File: src/rtl/mdio_responder.sv
// mdio_responder: Clause 22 MDIO management responder (PHY side).
// Decodes read/write frames addressed to PHY_ADDR and maps them onto a
// 32x16 register access port.
// Ports:
//   clk, rst               system clock, synchronous active-high reset
//   mdc, mdio_i            management clock / pad input (async to clk)
//   mdio_o, mdio_oe        pad output value / output enable
//   reg_addr               register address from REGAD decode
//   reg_rd, reg_rdata      1-clk read strobe; data valid the clk after
//   reg_wr, reg_wdata      1-clk write strobe with data
//   frame_err              1-clk pulse on a malformed frame
module mdio_responder #(
  parameter logic [4:0] PHY_ADDR     = 5'd1,
  parameter int          PREAMBLE_LEN = 32,
  parameter int          SYNC_STAGES  = 2
) (
  input  logic        clk,
  input  logic        rst,
  input  logic        mdc,
  input  logic        mdio_i,
  output logic        mdio_o,
  output logic        mdio_oe,
  output logic [4:0]  reg_addr,
  output logic        reg_rd,
  input  logic [15:0] reg_rdata,
  output logic        reg_wr,
  output logic [15:0] reg_wdata,
  output logic        frame_err
);

  typedef enum logic [2:0] {
    S_PRE, S_ST1, S_OP, S_PHY, S_REG, S_TA, S_DATA
  } state_t;

  localparam logic [5:0] PRE_LEN = 6'(PREAMBLE_LEN);

  state_t                 r_state;
  logic [SYNC_STAGES-1:0] r_mdc_sync;
  logic [SYNC_STAGES-1:0] r_mdio_sync;
  logic                   r_mdc_d;
  logic [5:0]             r_ones;
  logic [3:0]             r_cnt;
  logic                   r_op0;
  logic                   r_is_rd;
  logic [4:0]             r_phy;
  logic [3:0]             r_regsh;
  logic [15:0]            r_shift;
  logic                   r_rd_d;
  logic                   r_mdio_o;
  logic                   r_mdio_oe;
  logic [4:0]             r_addr;
  logic                   r_reg_rd;
  logic                   r_reg_wr;
  logic [15:0]            r_wdata;
  logic                   r_frame_err;

  logic w_rise;
  logic w_bit;

  // mdc and mdio share the same synchroniser depth so the sampled bit lines
  // up with the detected rise.
  assign w_rise = r_mdc_sync[SYNC_STAGES-1] & ~r_mdc_d;
  assign w_bit  = r_mdio_sync[SYNC_STAGES-1];

  always_ff @(posedge clk) begin
    if (rst) begin
      // Synchronisers reset high so an idle-high mdc gives no false rise.
      r_mdc_sync  <= '1;
      r_mdio_sync <= '1;
      r_mdc_d     <= 1'b1;
      r_state     <= S_PRE;
      r_ones      <= '0;
      r_cnt       <= '0;
      r_op0       <= 1'b0;
      r_is_rd     <= 1'b0;
      r_phy       <= '0;
      r_regsh     <= '0;
      r_shift     <= '0;
      r_rd_d      <= 1'b0;
      r_mdio_o    <= 1'b1;
      r_mdio_oe   <= 1'b0;
      r_addr      <= '0;
      r_reg_rd    <= 1'b0;
      r_reg_wr    <= 1'b0;
      r_wdata     <= '0;
      r_frame_err <= 1'b0;
    end else begin
      r_mdc_sync  <= {r_mdc_sync[SYNC_STAGES-2:0], mdc};
      r_mdio_sync <= {r_mdio_sync[SYNC_STAGES-2:0], mdio_i};
      r_mdc_d     <= r_mdc_sync[SYNC_STAGES-1];
      r_reg_rd    <= 1'b0;
      r_reg_wr    <= 1'b0;
      r_frame_err <= 1'b0;

      // Register file answers one clk after the strobe; capture it then.
      r_rd_d <= r_reg_rd;
      if (r_rd_d) r_shift <= reg_rdata;

      if (w_rise) begin
        unique case (r_state)
          // r_ones is only modified here and cleared when leaving, so it is
          // always zero on re-entry to PRE.
          S_PRE: begin
            if (w_bit) begin
              if (r_ones != 6'd63) r_ones <= r_ones + 6'd1;
            end else begin
              if (r_ones >= PRE_LEN) r_state <= S_ST1;
              r_ones <= '0;
            end
          end
          S_ST1: begin
            r_cnt <= '0;
            if (w_bit) r_state <= S_OP;
            else begin
              r_frame_err <= 1'b1;
              r_state     <= S_PRE;
            end
          end
          S_OP: begin
            if (r_cnt == 4'd0) begin
              r_op0 <= w_bit;
              r_cnt <= 4'd1;
            end else if (r_op0 != w_bit) begin
              r_is_rd <= r_op0;  // 10 = read, 01 = write
              r_cnt   <= '0;
              r_state <= S_PHY;
            end else begin
              r_frame_err <= 1'b1;
              r_state     <= S_PRE;
            end
          end
          S_PHY: begin
            r_phy <= {r_phy[3:0], w_bit};
            if (r_cnt == 4'd4) begin
              r_cnt   <= '0;
              r_state <= S_REG;
            end else r_cnt <= r_cnt + 4'd1;
          end
          S_REG: begin
            r_regsh <= {r_regsh[2:0], w_bit};
            if (r_cnt == 4'd4) begin
              // R0: last REGAD bit
              r_addr <= {r_regsh, w_bit};
              r_cnt  <= '0;
              if (r_phy != PHY_ADDR) r_state <= S_PRE;
              else begin
                r_state <= S_TA;
                if (r_is_rd) r_reg_rd <= 1'b1;
              end
            end else r_cnt <= r_cnt + 4'd1;
          end
          S_TA: begin
            if (r_cnt == 4'd0) begin
              // R1
              if (r_is_rd) begin
                r_mdio_oe <= 1'b1;
                r_mdio_o  <= 1'b0;
                r_cnt     <= 4'd1;
              end else if (!w_bit) begin
                r_frame_err <= 1'b1;
                r_state     <= S_PRE;
              end else r_cnt <= 4'd1;
            end else begin
              // R2: read starts presenting D15 for the initiator to sample at R3
              r_cnt <= '0;
              if (r_is_rd) begin
                r_mdio_o <= r_shift[15];
                r_shift  <= {r_shift[14:0], 1'b0};
                r_state  <= S_DATA;
              end else if (w_bit) begin
                r_frame_err <= 1'b1;
                r_state     <= S_PRE;
              end else r_state <= S_DATA;
            end
          end
          S_DATA: begin
            // r_cnt = k-3 for rise Rk
            if (r_is_rd) begin
              if (r_cnt == 4'd15) begin
                r_mdio_oe <= 1'b0;
                r_mdio_o  <= 1'b1;
                r_state   <= S_PRE;
              end else begin
                r_mdio_o <= r_shift[15];
                r_shift  <= {r_shift[14:0], 1'b0};
                r_cnt    <= r_cnt + 4'd1;
              end
            end else begin
              r_shift <= {r_shift[14:0], w_bit};
              if (r_cnt == 4'd15) begin
                r_wdata  <= {r_shift[14:0], w_bit};
                r_reg_wr <= 1'b1;
                r_state  <= S_PRE;
              end else r_cnt <= r_cnt + 4'd1;
            end
          end
          default: r_state <= S_PRE;
        endcase
      end
    end
  end

  assign mdio_o    = r_mdio_o;
  assign mdio_oe   = r_mdio_oe;
  assign reg_addr  = r_addr;
  assign reg_rd    = r_reg_rd;
  assign reg_wr    = r_reg_wr;
  assign reg_wdata = r_wdata;
  assign frame_err = r_frame_err;

endmodule

File: config.mk
export PLATFORM = sky130hd
export DESIGN_NAME = mdio_responder
export DESIGN_NICKNAME = d
export VERILOG_FILES = /design/src/rtl/mdio_responder.sv
export SDC_FILE = /design/constraint.sdc
export NUM_CORES = 1
export LEC_CHECK = 0
export ABC_AREA = 0
export BUFFER_PORTS_ARGS = -buffer_cell sky130_fd_sc_hd__buf_2
export CAP_MARGIN = 25
export CORE_MARGIN = 3
export CORE_UTILIZATION = 40
export DETAILED_ROUTE_END_ITERATION = 16
export PLACE_DENSITY = 0.65
export SLEW_MARGIN = 15
export SYNTH_ARGS = -nofsm -noshare
export SYNTH_HDL_FRONTEND = slang
export SYNTH_SLANG_ARGS = --single-unit
File: constraint.sdc
create_clock -name clk -period 2.5 [get_ports clk]
set_input_delay 0.375 -clock clk [delete_from_list [all_inputs] [get_ports clk]]
set_output_delay 0.375 -clock clk [all_outputs]
set_load 0.005 [all_outputs]
Word-level counts from Yosys, hierarchy flattened
Index checks and enable logic that the tools add are counted.
Widths: inputs -> output; s select.
- add/subtract/negate cells: 2
- $lt $le $gt $ge: 1
- eq/ne operators: 26
- mux-type cells: 53
- bitwise logic cells: 8
- reduce and logical (&&, ||, !) cells: 19
- operators by type and width (cell ; count):
    $mux 16 ; 6
    $mux 3 ; 12
    $pmux 16 s2 ; 1
    $mux 4 ; 7
    $pmux 3 s7 ; 1
    $ne 2x2->1 const B ; 10
    $pmux 4 s5 ; 1
    $mux 1 ; 18
    $mux 6 ; 2
    $reduce_and 4->1 ; 3
    $eq 3x3->1 const B ; 3
    $ne 3x3->1 const B ; 3
    $reduce_and 3->1 ; 3
    $reduce_and 9->1 ; 1
    $not 1->1 ; 7
    $add 6x1->6 const B ; 1
    $eq 3x2->1 const B ; 2
    $ge 6x6->1 const B ; 1
    $ne 6x6->1 const B ; 1
    $reduce_and 6->1 ; 1
    $ne 5x1->1 const B ; 1
    $reduce_and 5->1 ; 1
    $reduce_bool 5->1 ; 1
    $reduce_or 5->1 ; 1
    other kinds (17) ; 21
- register bits after elaboration: 72
- input port bits: 20
- output and inout port bits: 26
- word-level logic and storage cells: 128

Depth between registers and ports, before layout
- depth in word-level cells: 5
- mapped depth: 9
- mapped depth without buffers: 7

Least setup slack after synthesis
Ideal clock, no wire load.
- path kind: register to register
- start: register r_cnt[0]
- end: register r_cnt[2]
- arrival time: 2.051 ns
- data required time: 2.430 ns
- path slack: 0.379 ns
- stages on the path, launching flop included: 9
- cells stage by stage: dfxtp_1 -> inv_1 -> ha_1 -> or3b_1 -> buf_6 -> mux2i_1 -> o2111ai_2 -> or4b_1 -> a21oi_1
- cells in the longest elaborated chain, start to end: 3
- elaborated cells between the ends (all ways): 13
- those cells by class: add/sub (1); eq/ne (5); mux (5); reduce/logical (2)
- RTL lines (item ; line ; RTL):
    from (decl) ; 42 ; logic [3:0] r_cnt;
    from (signal assigned) ; 137 ; end else r_cnt <= r_cnt + 4'd1;
    from (signal assigned) ; 150 ; end else r_cnt <= r_cnt + 4'd1;
    from (signal assigned) ; 186 ; r_cnt <= r_cnt + 4'd1;
    $add 4x1->4 (tied with other cells) ; -- ;
    $mux 4 (tied with other cells) ; 179, 190 ;
    $pmux 4 s5 / $reduce_and 5->1 (equally long branches) ; -- ;
Parallel ways exist; a longest one is shown, timed or not. The select of a mux whose other input is x is not followed.
A chain may end at the register's enable or synchronous reset.

Worst setup path after layout
Ends and elaborated chain as after synthesis.

==> impl_metrics.py <==
metrics = {
    "setup_path": {
        "cp_slowest_cell": "or4b_1",
        "required_ps": 2770,
        "crit_family": "simple AND/OR/NAND/NOR gates",
        "crit_fanout": 8,
        "r2r_slack_ps": 240,
        "critPathArrivalTime_ps": 2520,
        "critPathMaxStageDelay_ps": 510,
        "cp_num_buf_inv": 1,
        "path_cells": "inv_1, ha_1, or3b_1, mux2i_1, o2111ai_2, or4b_1, a21oi_1",
        "path_class": "reg2reg",
        "start_kind": "flop",
        "crit_path_end_kind": "flop",
    },
    "global_route": {
        "grt_usage_pct": 15.7,
        "grt-ovfl-total": 0,
        "grt_first_pass_wirelength_mm": 11.6,
        "grt_max_degree": 39,
        "grt_pass1_vias": 2544,
        "antenna_found_initial": 0,
    },
    "detailed_routing": {
        "drt-pass1-iter-count": 4,
        "drc": 0,
        "num_vias": 2650,
        "wl_per_cell_um": 13.2,
        "ant_nets": 0,
        "wl_mm": 6.85,
        "via_per_inst": 5.11,
        "drtIter0Drc": 132,
    },
    "pwr": {
        "p_leak_nw": 1.47,
        "power.density_nw_per_um2": 586,
        "vdd_drop_max_mv": 0.398,
    },
    "floorplan": {
        "die_h_um": 96.2,
        "fp.dieW_um": 96.2,
        "io_pins": 46,
        "initial_core_util_pct": 41.7,
        "num_rows": 32,
        "die-area_um2": 9250,
        "core_um2": 7810,
    },
    "clocking": {
        "cts_max_path_buffers": 2,
        "clkSlewWorstSetupHoldPaths_ps": 80,
        "cts_sinks": 72,
        "post_cts_resized": 0,
        "htree_levels": 3,
        "holdBufCountCts": 0,
        "cts_tree": "yes",
        "cts_made_buffers": 9,
        "cts_setup_buffers": 0,
        "cts_root_buf": "clkbuf_8",
        "insertion_delay_ps": 340,
    },
    "logic_synthesis": {
        "syn_inst": 368,
        "yosysTopAreaCellShare_pct": 44.3,
        "synth_seq_cells": 72,
        "yosysWarnings": 0,
        "synth_cell_types": 49,
        "synth_edf_count": 0,
        "async_flop_share_pct": 0,
        "synth_top_area_cell": "dfxtp_1",
        "syn_area_um2": 3250,
        "syn-num-nets": 392,
        "yosysSeqAreaShare_pct": 44.3,
        "syn_avg_cell_area_um2": 8.84,
        "synth_ff_type": "dfxtp_1",
        "synth.area.top_cells": "dfxtp_1, mux2i_1, nand2_1",
    },
    "timing": {
        "fin_hold_ws_ps": 212,
        "timing.setup.tns_ps": 0,
        "drv_slew": 0,
        "fin_crit_ps": 2260,
        "setup_viol": 0,
        "tightest_slew_ps": 598,
        "slew_headroom_pct": 60.0,
        "rsz0062_at_grt": "false",
        "skew_ps": 14.0,
        "fmax_mhz": 443,
        "finalHoldViolations": 0,
        "period_share_pct": 90.2,
    },
    "final_layout": {
        "final_cells": 519,
        "multi_input_area_um2": 1670,
        "regArea_um2": 1440,
        "diodes": 0,
        "fin_util_pct": 49.0,
        "final_cell_mix": "dfxtp_1, buf_2, nand2_1",
        "fill_cells": 760,
        "drive_gt1_share_pct": 20.4,
        "final_common_cell": "dfxtp_1",
        "finalNetCount": 436,
        "area_delta_synth_final_pct": 17.6,
    },
    "placed_design": {
        "placed_cells": 503,
        "port-buffer-count": 45,
        "dp_hpwl_mm": 4.74,
        "gp_congestion": 0.814,
    },
    "outcome": {
        "status": "completed",
    },
    "hold_path": {
        "worstHoldPathType": "in2reg",
    },
    "run": {
        "maxCapViolations": 0,
    },
}
[per-stage QoR]
step / cell area, µm² / setup slack, ps / total power [mW]
2_1_floorplan: 3250 / 379 / 1.21
3_3_place_gp: 3600 / 357 / 1.23
3_5_place_dp: 3600 / 275 / 1.24
4_1_cts: 3820 / 249 / 2.26
5_1_grt: 3820 / 65.1 / 2.32
6_report: 3820 / 244 / 2.24
[where the power goes]
part | leakage (nW) | total (mW) | internal [mW] | switching, mW
Combinational | 0.779 | 0.0542 | 0.0214 | 0.0328
Clock | 0.113 | 1.03 | 0.593 | 0.440
Sequential | 0.581 | 1.15 | 1.15 | 0.00346
[layout make-up]
type                    count  area share [%]
multi-input cells         262            43.6
flip-flops and latches     72            37.7
inverters                   8           0.785
clock inverters             6            2.36
well taps                 102            3.34
repair buffers             59            8.64
clock buffers              10            3.60
[registers in the layout, indices dropped and copies added (netlist names), 2 cells and up]
name,count
r_cnt,4
reg_wdata,16
r_mdio_sync,2
reg_addr,5
r_ones,6
r_shift,16
r_state,3
r_mdc_sync,2
r_phy,5
r_regsh,4
[final timing paths]
check	startpoint	endpoint	cells after the start
setup / recovery	r_cnt[0]$_SDFFE_PP0P_	r_cnt[2]$_SDFFE_PP0P_	7
hold / removal	mdio_i	r_mdio_sync[0]$_SDFF_PP1_	2
setup reg to reg	r_cnt[0]$_SDFFE_PP0P_	r_cnt[2]$_SDFFE_PP0P_	7
hold reg to reg	r_mdio_sync[0]$_SDFF_PP1_	r_mdio_sync[1]$_SDFF_PP1_	1
[routing by layer]
layer	share of wire (%)	GRT usage, %	vias to the layer above
li1	-	-	1382
met1	48	19.8	1213
met2	46	25.8	51
met3	5.2	4.53	4
met4	0.55	4.62	0
met5	0	0	-
[synthesized netlist by cell type (all sizes together) (3+ instances only)]
library cell	instances
dfxtp	72
nand2	44
mux2i	33
nor2	33
a21oi	28
clkbuf	18
o2bb2ai	15
nand3	12
o21ai	11
buf	8
inv	8
nor3	7
nand2b	6
nor2b	6
or2	6
xnor2	5
ha	4
a21o	3
a22oi	3
nand3b	3
nor3b	3
o211ai	3
or4	3
[logic make-up after synthesis]
kind of cell / count (synthesis) / synth area share, %
AO/OA/AOI/OAI: 82 / 17.0
XOR/XNOR: 5 / 1.35
multiplexers: 33 / 10.2
buffers and inverters: 34 / 4.62
adder cells (fa/ha/maj): 4 / 1.54
flip-flops: 72 / 44.3
AND/OR/NAND/NOR: 138 / 21.0
No activity file was read; power rests on OpenSTA's default activity.
